<file path="src/rtl/pipe_stage_hs.sv">
// pipe_stage_hs: handshaked pipeline-stage register with an optional skid entry.
//
// Holds one packed payload between two pipeline stages using a valid/ready handshake.
// With SKID=1 a second (skid) entry absorbs the beat that arrives while the downstream
// stalls, so in_ready_o depends only on local state, not on out_ready_i. With SKID=0
// the stage has one entry and in_ready_o follows out_ready_i combinationally.
// Flush drops every held entry and any beat offered in the same cycle. Hold freezes
// the stage.
//
// Ports:
//   clk          clock, rising edge
//   rst          synchronous active-low reset
//   flush_i      drop all held entries this cycle (wins over hold_i)
//   hold_i       freeze the stage: no transfers, state unchanged
//   in_valid_i   upstream payload valid
//   in_ready_o   stage accepts a payload this cycle
//   in_data_i    upstream payload
//   out_valid_o  main entry valid and not held
//   out_ready_i  downstream accepts
//   out_data_o   main entry payload (BUBBLE_VAL when empty)
//   occupancy_o  number of valid entries, 0..2
module pipe_stage_hs #(
  parameter int unsigned DATA_W     = 32,
  parameter logic [31:0] BUBBLE_VAL = 32'h00000013,
  parameter bit          SKID       = 1'b1
) (
  input  logic              clk,
  input  logic              rst,
  input  logic              flush_i,
  input  logic              hold_i,
  input  logic              in_valid_i,
  output logic              in_ready_o,
  input  logic [DATA_W-1:0] in_data_i,
  output logic              out_valid_o,
  input  logic              out_ready_i,
  output logic [DATA_W-1:0] out_data_o,
  output logic [1:0]        occupancy_o
);

  // Bubble value truncated or zero-extended to the payload width.
  localparam logic [DATA_W-1:0] BubbleW = DATA_W'(BUBBLE_VAL);

  logic              mv_q, mv_d;
  logic              sv_q, sv_d;
  logic [DATA_W-1:0] md_q, md_d;
  logic [DATA_W-1:0] sd_q, sd_d;

  logic ready_core;
  logic in_fire;
  logic out_fire;

  // SKID=1: accept whenever the skid entry is free; no path from out_ready_i.
  always_comb begin
    if (SKID) begin
      ready_core = ~sv_q;
    end else begin
      ready_core = ~mv_q | out_ready_i;
    end
  end

  // Outputs are gated by rst so nothing handshakes while reset is asserted.
  assign in_ready_o  = rst & ready_core & ~hold_i & ~flush_i;
  assign out_valid_o = rst & mv_q & ~hold_i;
  assign out_data_o  = md_q;
  assign occupancy_o = {1'b0, mv_q} + {1'b0, sv_q};

  assign in_fire  = in_valid_i & in_ready_o;
  assign out_fire = out_valid_o & out_ready_i;

  always_comb begin
    mv_d = mv_q;
    sv_d = sv_q;
    md_d = md_q;
    sd_d = sd_q;
    if (flush_i) begin
      mv_d = 1'b0;
      sv_d = 1'b0;
      md_d = BubbleW;
      sd_d = BubbleW;
    end else if (hold_i) begin
      // Freeze: keep everything.
    end else if (out_fire) begin
      if (sv_q) begin
        // Skid entry moves up; refill it from the input if a beat arrives.
        md_d = sd_q;
        if (in_fire) begin
          sd_d = in_data_i;
        end else begin
          sv_d = 1'b0;
          sd_d = BubbleW;
        end
      end else if (in_fire) begin
        md_d = in_data_i;
      end else begin
        mv_d = 1'b0;
        md_d = BubbleW;
      end
    end else if (!mv_q) begin
      if (in_fire) begin
        mv_d = 1'b1;
        md_d = in_data_i;
      end
    end else if (in_fire && SKID) begin
      // Main entry stalled: park the incoming beat in the skid entry.
      sv_d = 1'b1;
      sd_d = in_data_i;
    end
  end

  always_ff @(posedge clk) begin
    if (!rst) begin
      mv_q <= 1'b0;
      sv_q <= 1'b0;
      md_q <= BubbleW;
      sd_q <= BubbleW;
    end else begin
      mv_q <= mv_d;
      sv_q <= sv_d;
      md_q <= md_d;
      sd_q <= sd_d;
    end
  end

endmodule

</file>
<file path="config.mk">
export PLATFORM = sky130hd
export DESIGN_NAME = pipe_stage_hs
export DESIGN_NICKNAME = d
export VERILOG_FILES = /design/src/rtl/pipe_stage_hs.sv
export SDC_FILE = /design/constraint.sdc
export NUM_CORES = 1
export LEC_CHECK = 0
export BUFFER_PORTS_ARGS = -buffer_cell sky130_fd_sc_hd__buf_4
export CAP_MARGIN = 20
export CORE_ASPECT_RATIO = 0.7
export CORE_UTILIZATION = 42
export CTS_BUF_LIST = sky130_fd_sc_hd__clkbuf_16
export DETAILED_ROUTE_END_ITERATION = 10
export PLACE_DENSITY = 0.65
export SYNTH_ARGS = -nofsm -noshare
export SYNTH_HDL_FRONTEND = slang
export SYNTH_SLANG_ARGS = --single-unit
export TNS_END_PERCENT = 100
</file>
<file path="constraint.sdc">
create_clock -name clk -period 2.16 [get_ports clk]
set_input_delay 0.216 -clock clk [delete_from_list [all_inputs] [get_ports clk]]
set_output_delay 0.216 -clock clk [all_outputs]
set_load 0.005 [all_outputs]
</file>
# Word-level counts from Yosys, hierarchy flattened
# Index checks and enable logic that the tools add are counted.
# word_totals
reg_bits,66
wordCells,44
output_inout_bits,36
input_bits,38
# op_classes
mux,17
eq_ne,4
reduce_logical,7
n_addsub,1
bitwise,11
# op_table
op,count
32-bit 2-to-1 mux,8
1-bit 2-to-1 mux,9
3-bit AND reduction,3
1-bit bitwise AND,7
2-bit != test (second input constant),3
1-bit inverter,4
4-bit AND reduction,1
2-bit nonzero test,2
1-bit by 1-bit adder with 2-bit output,1
2-bit by 1-bit != test with 1-bit output (second input constant),1
2-bit OR reduction,1

# Logic depth before layout (Yosys ltp)
# Gate-level depths: netlist of the first run.
# depth
word_depth,8
depth_mapped,6
mapped_depth_nobuf,4

# Worst setup path before layout of the first run
# OpenSTA, ideal clock, no wires.
# synth_path
kind,register to register
from,reg sv_q
to,reg md_q[10] (netlist: out_data_o[10])
setup_ns,0.120
required_ns,2.040
stages_incl_launch_ff,6
setup_slack_ns,0.426
t_arrival_ns,1.615
synth_period_minus_slack_ns,1.734
path_cell_list,dfxtp_1 or4b_4 o31a_4 buf_6 a221oi_2 nor2_1
# synth_between
elab_chain_len,8
word_cells_on_any_way,10
cone_classes,3 x mux; 5 x bitwise; 2 x reduce/logical
# synth_rtl
element,line_no,rtl
"start, declared",44,"logic sv_q, sv_d;"
"start signal, assigned",118,sv_q <= sv_d;
1-bit inverter,55,ready_core = ~sv_q;
1-bit bitwise AND (3 in series),62,assign in_ready_o = rst & ready_core & ~hold_i & ~flush_i;
1-bit bitwise AND,67,assign in_fire = in_valid_i & in_ready_o;
32-bit 2-to-1 mux,92,end else if (in_fire) begin
32-bit 2-to-1 mux,83,if (sv_q) begin
32-bit 2-to-1 mux,82,end else if (out_fire) begin
"end signal, assigned",114,md_q <= BubbleW;
"end signal, assigned",119,md_q <= md_d;
"end, declared",45,"logic [DATA_W-1:0] md_q, md_d;"
# Parallel ways exist; a longest one is shown, timed or not.
# A chain may end at the register's enable or synchronous reset.

# Worst setup path in the final report of the first run
# layout_path
from,reg sv_q
to,reg md_q[29] (netlist: out_data_o[29])
# The elaborated chain is that of the path after synthesis.

==> flow_summary.toml, run 1 <==
[routing]
ant_nets = 0
drt_iter0_markers = 192
vias = 2638
drc_errors = 0
first_pass_iters = 4
via_per_inst = 5.51
finalWirelength_mm = 7.42
wl_per_cell_um = 15.5

[critical_path]
critPathSlowestCell = "or4b_4"
worstSetupPathType = "reg2reg"
slowest_delay_ns = 0.62
cp_num_buf_inv = 0
arrival_ns = 2.20
cp-start-kind = "flop"
critical_path_required_ns = 2.37
crit_chain = "or4b_4, o31a_4, a221oi_1, nor2_1"
cp_max_fo = 32
cp-end-kind = "flop"
path_delay_family = "compound AO/OA/AOI/OAI gates"

[clocking]
cts_setup_buffers = 0
numCtsBuffers = 9
cts_max_level = 3
clk_pin_slew_ns = 0.05
cts_tree = "yes"
cts_resized = 0
cts_root_buffer = "clkbuf_16"
clk_path_buf_depth = 2
ctsHoldBuffers = 0
cts.sinks = 66
insertion_delay_ns = 0.33

[grt]
grt_pass1_wl_mm = 12.3
grt.total_usage = 0.217
grt_pass1_vias = 2475
grt-ovfl-total = 0
grt_max_degree = 65
antenna_found_initial = 0

[synth]
synthArstFlopShare = 0
ys_types = 32
yosysSeqAreaShare = 0.446
synth-edff-count = 0
ys_seq_elements = 66
syn_area_mm2 = 0.00297
syn_avg_cell_area_um2 = 9.41
synth_nets = 354
postSynthCellCount = 315
synth_ff_type = "dfxtp_1"
ys_warn_count = 0

[placement]
dp.cells = 463
dp_hpwl_mm = 4.73
place_ws_ns = 0.162
place.gp.congestion = 0.716
place_area_mm2 = 0.00357
io_buffers = 73

[power_and_ir_drop]
ir_drop_v = 0.000419
power.density_mw_per_mm2 = 732
p_leak_nw = 1.57

[timing]
fin_tns_setup_ns = 0
fin_worst_skew_ns = 0.00276
max_freq_mhz = 501
worstMarginPinSlew_ns = 0.591
max-slew-margin-rel = 0.606
finalCriticalPeriod_ns = 1.99
setup_ws_ns = 0.166
slew_viol_final = 0
min_period_over_period = 0.923
rsz0062_at_grt = "no"
setup_viol = 0
hold_viol_final = 0

[floorplanning]
die_h_um = 72.3
die_area_mm2 = 0.00741
initial_core_util = 0.437
core_mm2 = 0.00679
io-pin-count = 74
fp.dieW_um = 102
rows = 25

[finish]
drive_above_1_share = 0.351
syn_to_final_growth_pct = 29.9
nNetsFinal = 419
fillCellCount = 603
insertedDiodeCount = 0
final_cells = 479
final_area_mm2 = 0.00385

[run]
cap_viol_max_count = 0

[min_path]
hp-class = "in2reg"

[outcome]
status = "finished clean"
path summary, 6_finish.rpt:
path / end / start / slack (ns) / cells past startpoint
max: out_data_o[29] / sv_q / 0.17 / 4
min reg2reg: sd_q[29] / sd_q[29] / 0.46 / 2
max reg2reg: out_data_o[29] / sv_q / 0.17 / 4
min: sd_q[7] / in_data_i[7] / 0.14 / 3
sequential cells by signal, summed over array words and instances (netlist names):
signal	flops
out_data_o	32
sd_q	32
mv_q	1
sv_q	1
routing by layer:
layer  vias up  GRT usage  wire [um]  part of all wire
met1      1246      0.302       3530              0.48
li1       1291          -          -                 -
met5         -          0          0                 0
met4         0     0.0683         61            0.0082
met2        92      0.325       3300              0.44
met3         9     0.0617        535             0.072
where the power goes:
part	switching [mW]	total (mW)	internal, mW
Clock	0.514	1.39	0.877
Sequential	0.00684	1.24	1.23
Combinational	0.103	0.192	0.0892
cell usage after synthesis, types with 2 or more instances:
| library cell | count | area (um^2) |
|---|---|---|
| dfxtp_1 | 66 | 1320 |
| o21ai_0 | 41 | 205 |
| nor2_1 | 37 | 139 |
| nand2_1 | 31 | 116 |
| a221oi_2 | 27 | 405 |
| nand4_1 | 23 | 144 |
| o21ai_1 | 17 | 85.1 |
| clkbuf_1 | 10 | 37.5 |
| mux2i_1 | 9 | 90.1 |
| buf_2 | 8 | 40.0 |
| buf_6 | 6 | 67.6 |
| nand3_1 | 6 | 30.0 |
| buf_4 | 5 | 37.5 |
| a21oi_1 | 4 | 20.0 |
| and2_1 | 3 | 18.8 |
| buf_1 | 3 | 11.3 |
| a221oi_1 | 2 | 17.5 |
| inv_1 | 2 | 7.51 |
| nor2b_1 | 2 | 12.5 |
layout make-up:
cell class              instances  area [um^2]  share of cell area
flip-flops and latches         66         1320               0.343
clock buffers                   9          225              0.0585
repair buffers                 86          658               0.171
clock inverters                 7         61.3              0.0159
inverters                       2         7.51             0.00195
multi-input cells             215         1460               0.379
well taps                      94          118              0.0305
cell usage in the layout (no fill, tap or decap), types with 2 or more instances in the layout:
cell and count:
buf_4 85, dfxtp_1 66, clkinv_1 2, nand4_1 23
and2_1 2, clkinvlp_4 2, o21ai_0 41, a21oi_1 4
nand3_1 6, a221oi_1 2, nor2_1 37, a221oi_2 27
o21ai_1 17, clkbuf_16 9, inv_1 3, nand2_1 31
mux2i_1 9
metrics by stage:
stage | hold slack [ns] | power [mW] | utilization
6_report | 0.139 | 2.82 | 0.568
5_1_grt | 0.144 | 2.92 | 0.568
4_1_cts | 0.138 | 2.84 | 0.568
3_5_place_dp | 0.448 | 1.45 | 0.525
3_3_place_gp | 0.436 | 1.45 | 0.525
2_1_floorplan | 0.359 | 1.34 | -
kinds of logic after synthesis:
kind of cell | Yosys count | share of synthesized area
and+or+nand+nor | 108 | 0.179
AOI/OAI and AO/OA | 96 | 0.268
DFF | 66 | 0.446
buffers and inverters | 34 | 0.0679
muxes | 10 | 0.0354
adders and majority gates | 1 | 0.00422
tightest hold or removal path, delay by kind of cell:
family | cells | cell delay [ns]
buffers and inverters | 1 | 0.09
AOI/OAI and AO/OA | 1 | 0.07
and+or+nand+nor | 1 | 0.06
No activity file was read; power rests on OpenSTA's default activity.
==> run 2: changes to the inputs <==
--- a/config.mk
+++ b/config.mk
@@ -5,6 +5,7 @@
 export SDC_FILE = /design/constraint.sdc
 export NUM_CORES = 1
 export LEC_CHECK = 0
+export ABC_AREA = 1
 export BUFFER_PORTS_ARGS = -buffer_cell sky130_fd_sc_hd__buf_4
 export CAP_MARGIN = 20
 export CORE_ASPECT_RATIO = 0.7
==> constraint.sdc (replaced) <==
create_clock -name clk -period 2 [get_ports clk]
set_input_delay 0.2 -clock clk [delete_from_list [all_inputs] [get_ports clk]]
set_output_delay 0.2 -clock clk [all_outputs]
set_load 0.005 [all_outputs]
==> flow_summary.toml, run 2 <==
[synth]
synth_most_common_cell = "nand2_1"
synthArstFlopShare = 0
synthTopCellsByCount = "nand2_1 (119), nor2_1 (116), inv_1 (69)"
synth_nets = 523
ys_warn_count = 0
synthTopCellsByArea = "dfxtp_1 (43%), nand2_1 (15%), nor2_1 (14%), o21ai_0 (10%), inv_1 (8.4%)"
synth_top_area_frac = 0.431
postSynthCellCount = 484
synth-edff-count = 0
ys_seq_elements = 66
yosysSeqAreaShare = 0.431
syn_avg_cell_area_um2 = 6.34
synth_ff_type = "dfxtp_1"
ys_types = 18
yosys.area.top_type = "dfxtp_1"
syn_area_mm2 = 0.00307

[clocking]
cts_max_level = 3
cts_root_buffer = "clkbuf_16"
ctsHoldBuffers = 0
numCtsBuffers = 9
cts_setup_buffers = 0
insertion_delay_ns = 0.33
cts_resized = 0
clk_pin_slew_ns = 0.05
cts.sinks = 66
clk_path_buf_depth = 2
cts_tree = "yes"

[floorplanning]
die_area_mm2 = 0.00765
core_mm2 = 0.00691
io-pin-count = 74
fp.dieW_um = 104
die_h_um = 73.5
rows = 25
initial_core_util = 0.444

[timing]
holdWs_ns = 0.179
fin_tns_setup_ns = 0
setup_viol = 0
hold_viol_final = 0
min_period_over_period = 0.812
fin_worst_skew_ns = 0.00236
max_freq_mhz = 616
max-slew-margin-rel = 0.676
rsz0062_at_grt = "no"
setup_ws_ns = 0.377
finalCriticalPeriod_ns = 1.62
worstMarginPinSlew_ns = 0.485
slew_viol_final = 0

[grt]
grt_max_degree = 46
grt_pass1_wl_mm = 12.5
grt.total_usage = 0.207
grt_pass1_vias = 2727
grt-ovfl-total = 0
antenna_found_initial = 0

[routing]
via_per_inst = 4.62
drt_iter0_markers = 132
vias = 3025
wl_per_cell_um = 11.3
first_pass_iters = 5
drc_errors = 0
finalWirelength_mm = 7.43
ant_nets = 0

[critical_path]
cp-end-kind = "flop"
worstSetupPathType = "reg2reg"
arrival_ns = 1.84
cp_max_fo = 35
cp-start-kind = "flop"
critical_path_required_ns = 2.22

[finish]
layout_common_cells = "nand2_1 (119), nor2_1 (115), buf_4 (87)"
mostFrequentLayoutCell = "nand2_1"
insertedDiodeCount = 0
syn_to_final_growth_pct = 31.7
drive_above_1_share = 0.193
fillCellCount = 684
nNetsFinal = 595

[power_and_ir_drop]
ir_drop_v = 0.000451
power.density_mw_per_mm2 = 783
seqPwrFrac = 0.421
internal-power_mw = 2.50
clock_power_share = 0.515
comb_power_share = 0.064
p_leak_nw = 2.15
swShare = 0.210
switchingPower_mw = 0.663

[placement]
place_ws_ns = 0.358
io_buffers = 73
dp_hpwl_mm = 5.05
place.gp.congestion = 0.780

[min_path]
hp-class = "in2reg"

[outcome]
status = "finished clean"

[run]
cap_viol_max_count = 0
run 2: cell count changes after synthesis, sizes merged, moves of 2 or more:
cell	change
nand2	+89
nor2	+79
inv	+67
a221oi	-29
nand4	-22
mux2i	-9
buf	-8
o21ai	+7
nand3	+6
and2	-3
clkbuf	+3
nor2b	-2
run 2: power groups by stage:
stage	Sequential (mW)	Combinational, mW	Clock [mW]
final	1.33	0.201	1.63
after global routing	1.33	0.225	1.72
after CTS	1.33	0.203	1.66
after floorplan	1.36	0.0927	0
after global placement	1.36	0.202	0
after detailed placement	1.36	0.201	0
run 2: routing by layer:
metal / global-route usage / vias up / share of wire
met5: 0 / - / 0
met4: 0.0635 / 0 / 0.012
met3: 0.0683 / 11 / 0.065
met2: 0.336 / 83 / 0.44
met1: 0.264 / 1332 / 0.49
li1: - / 1599 / -
run 2: logic make-up (layout without fill, tap and decap cells):
kind of cell    after synthesis  in the layout  synth area share
fa+ha+maj                     1              1           0.00408
buf+inv                      96            173             0.130
flops                        66             66             0.431
compound gates               70             70             0.115
simple gates                251            251             0.319
run 2: area by class of cell:
type / count / area, um^2 / share of cell area
timing repair buffer: 88 / 673 / 0.167
clock inverter: 7 / 85.1 / 0.0211
sequential: 66 / 1320 / 0.327
clock buffer: 9 / 225 / 0.0558
tap: 94 / 118 / 0.0291
inverter: 69 / 259 / 0.0641
multi-input combinational: 322 / 1360 / 0.336
run 2: per-stage QoR:
step	power, mW	instances	instance area, um^2	utilization
after floorplan	1.45	484	3070	-
after global placement	1.56	639	3730	0.539
after detailed placement	1.56	639	3730	0.539
after CTS	3.20	655	4040	0.584
after global routing	3.28	655	4040	0.584
final	3.16	655	4040	0.584
run 2: worst paths after layout:
check                     start            end  slack [ns]  cells after the start
setup / recovery           mv_q        sd_q[5]        0.38                      9
hold / removal     in_data_i[1]        sd_q[1]        0.18                      5
setup reg to reg           mv_q        sd_q[5]        0.38                      9
hold reg to reg   out_data_o[4]  out_data_o[4]        0.48                      2
run 2: critical path, stage by stage (launching register included):
cell	delay, ns
dfxtp_1	0.35
nand3_1	0.11
nor2_1	0.20
buf_4	0.18
nand2_4	0.06
nand3_2	0.06
buf_4	0.32
nand2_1	0.10
nand2_1	0.08
nor2_1	0.04
==> run 3: changes to the inputs <==
--- a/config.mk
+++ b/config.mk
@@ -5,14 +5,14 @@
 export SDC_FILE = /design/constraint.sdc
 export NUM_CORES = 1
 export LEC_CHECK = 0
-export ABC_AREA = 1
+export ABC_AREA = 0
 export BUFFER_PORTS_ARGS = -buffer_cell sky130_fd_sc_hd__buf_4
 export CAP_MARGIN = 20
 export CORE_ASPECT_RATIO = 0.7
 export CORE_UTILIZATION = 42
 export CTS_BUF_LIST = sky130_fd_sc_hd__clkbuf_16
 export DETAILED_ROUTE_END_ITERATION = 10
-export PLACE_DENSITY = 0.65
+export PLACE_DENSITY = 0.68
 export SYNTH_ARGS = -nofsm -noshare
 export SYNTH_HDL_FRONTEND = slang
 export SYNTH_SLANG_ARGS = --single-unit
==> constraint.sdc (replaced) <==
create_clock -name clk -period 1.4 [get_ports clk]
set_input_delay 0.14 -clock clk [delete_from_list [all_inputs] [get_ports clk]]
set_output_delay 0.14 -clock clk [all_outputs]
set_load 0.005 [all_outputs]
==> flow_summary.toml, run 3 (synthesis gave the netlist of run 1 again) <==
[placement]
place_ws_ns = -0.340
place_area_mm2 = 0.00376
io_buffers = 73
place.gp.congestion = 0.842
dp.cells = 475
dp_hpwl_mm = 5.22

[power_and_ir_drop]
total_power_mw = 4.55
power.density_mw_per_mm2 = 1000
switchingPower_mw = 1.01
p_leak_nw = 1.86
ir_drop_v = 0.000609
swShare = 0.221
seqPwrFrac = 0.419
comb_power_share = 0.082
internal-power_mw = 3.55
clock_power_share = 0.499

[min_path]
hp-class = "in2reg"

[critical_path]
critical_path_required_ns = 1.65
cp_max_fo = 5
worstSetupPathType = "reg2reg"
arrival_ns = 2.02
cp-end-kind = "flop"
cp-start-kind = "flop"

[routing]
drt_iter0_markers = 135
ant_nets = 0
via_per_inst = 5.57
vias = 2836
finalWirelength_mm = 9.18
first_pass_iters = 4
drc_errors = 0
wl_per_cell_um = 18.0

[finish]
insertedDiodeCount = 0
layout_common_cells = "buf_4 (86), dfxtp_1 (64), nor2_1 (37)"
fillCellCount = 539
mostFrequentLayoutCell = "buf_4"
nNetsFinal = 449
final_area_mm2 = 0.00455
utilization = 0.670
drive_above_1_share = 0.436
final_cells = 509
syn_to_final_growth_pct = 53.3

[run]
cap_viol_max_count = 0

[floorplanning]
die_h_um = 72.3
initial_core_util = 0.437
fp.dieW_um = 102
io-pin-count = 74
rows = 25
core_mm2 = 0.00679
die_area_mm2 = 0.00741

[grt]
grt_max_degree = 65
grt.total_usage = 0.236
antenna_found_initial = 0
grt-ovfl-total = 0
grt_pass1_wl_mm = 13.4
grt_pass1_vias = 2652

[timing]
finalCriticalPeriod_ns = 1.77
holdWs_ns = 0.0758
worstMarginPinSlew_ns = 0.324
fin_worst_skew_ns = 0.00744
max-slew-margin-rel = 0.784
slew_viol_final = 0
fin_tns_setup_ns = -20.20
max_freq_mhz = 564
setup_viol = 67
hold_viol_final = 0
rsz0062_at_grt = "yes"
min_period_over_period = 1.27
setup_ws_ns = -0.374

[clocking]
clk_pin_slew_ns = 0.05
cts_tree = "yes"
insertion_delay_ns = 0.33
cts_root_buffer = "clkbuf_16"
numCtsBuffers = 9
ctsHoldBuffers = 0
cts.sinks = 66
cts_max_level = 3
clk_path_buf_depth = 2

[outcome]
status = "complete, but fails checks"
violations = "negative setup slack"
## run 3: cell count changes in the layout (fill, tap and decap cells not counted), sizes merged, moves of 2 or more
cell    before  now
clkbuf       9   14
nor2b        0    2
and2         0    3
nand4        1   23
buf         88  111
inv         70    3
nand3       12    6
a221oi       0   29
nand2      120   31
mux2i        0    9
o21ai       66   59
nor2       116   37
## run 3: path summary, 6_finish.rpt
| kind | start | endpoint | slack (ns) | cells past startpoint |
|---|---|---|---|---|
| hold / removal | in_data_i[7] | out_data_o[7] | 0.08 | 3 |
| setup / recovery | sv_q | out_data_o[23] | -0.37 | 8 |
| hold reg to reg | sd_q[20] | sd_q[20] | 0.46 | 2 |
| setup reg to reg | sv_q | out_data_o[23] | -0.37 | 8 |
## run 3: power by group through the flow
stage	logic [mW]	registers, mW	clock network, mW
5_1_grt	0.394	1.91	2.39
2_1_floorplan	0.124	1.95	0
3_5_place_dp	0.322	1.95	0
6_report	0.373	1.91	2.27
3_3_place_gp	0.317	1.95	0
4_1_cts	0.344	1.91	2.30
## run 3: layer usage
metal  GRT usage  vias to the layer above  part of all wire
met5           0                        -                 0
met4      0.0889                        0             0.013
met3      0.0588                       11             0.057
met2       0.375                      108              0.47
met1       0.311                     1366              0.46
li1            -                     1351                 -
## run 3: repair_timing
action / CTS / global route
endpoints found under the setup margin: 66 / 67
buffers inserted: 4 / 6
hold endpoints to repair: 0 / 0
cloned: 3 / 5
gates resized for setup: 23 / 24
pin swaps: 6 / 29
## run 3: worst max-delay path: stages, from the launching register on
cell	delay, ns
dfxtp_2	0.33
or4b_4	0.50
buf_6	0.15
o21ai_4	0.17
buf_6	0.15
buf_12	0.11
buf_16	0.11
a221oi_2	0.05
nor2_1	0.13
## run 3: cell type report
| cell class | count | area [um^2] | share of cell area |
|---|---|---|---|
| Timing Repair Buffer | 116 | 1200 | 0.264 |
| Multi-Input combinational cell | 215 | 1590 | 0.349 |
| Clock buffer | 10 | 250 | 0.0551 |
| Clock inverter | 6 | 55.1 | 0.0121 |
| Inverter | 2 | 7.51 | 0.00165 |
| Tap cell | 94 | 118 | 0.0259 |
| Sequential cell | 66 | 1330 | 0.292 |
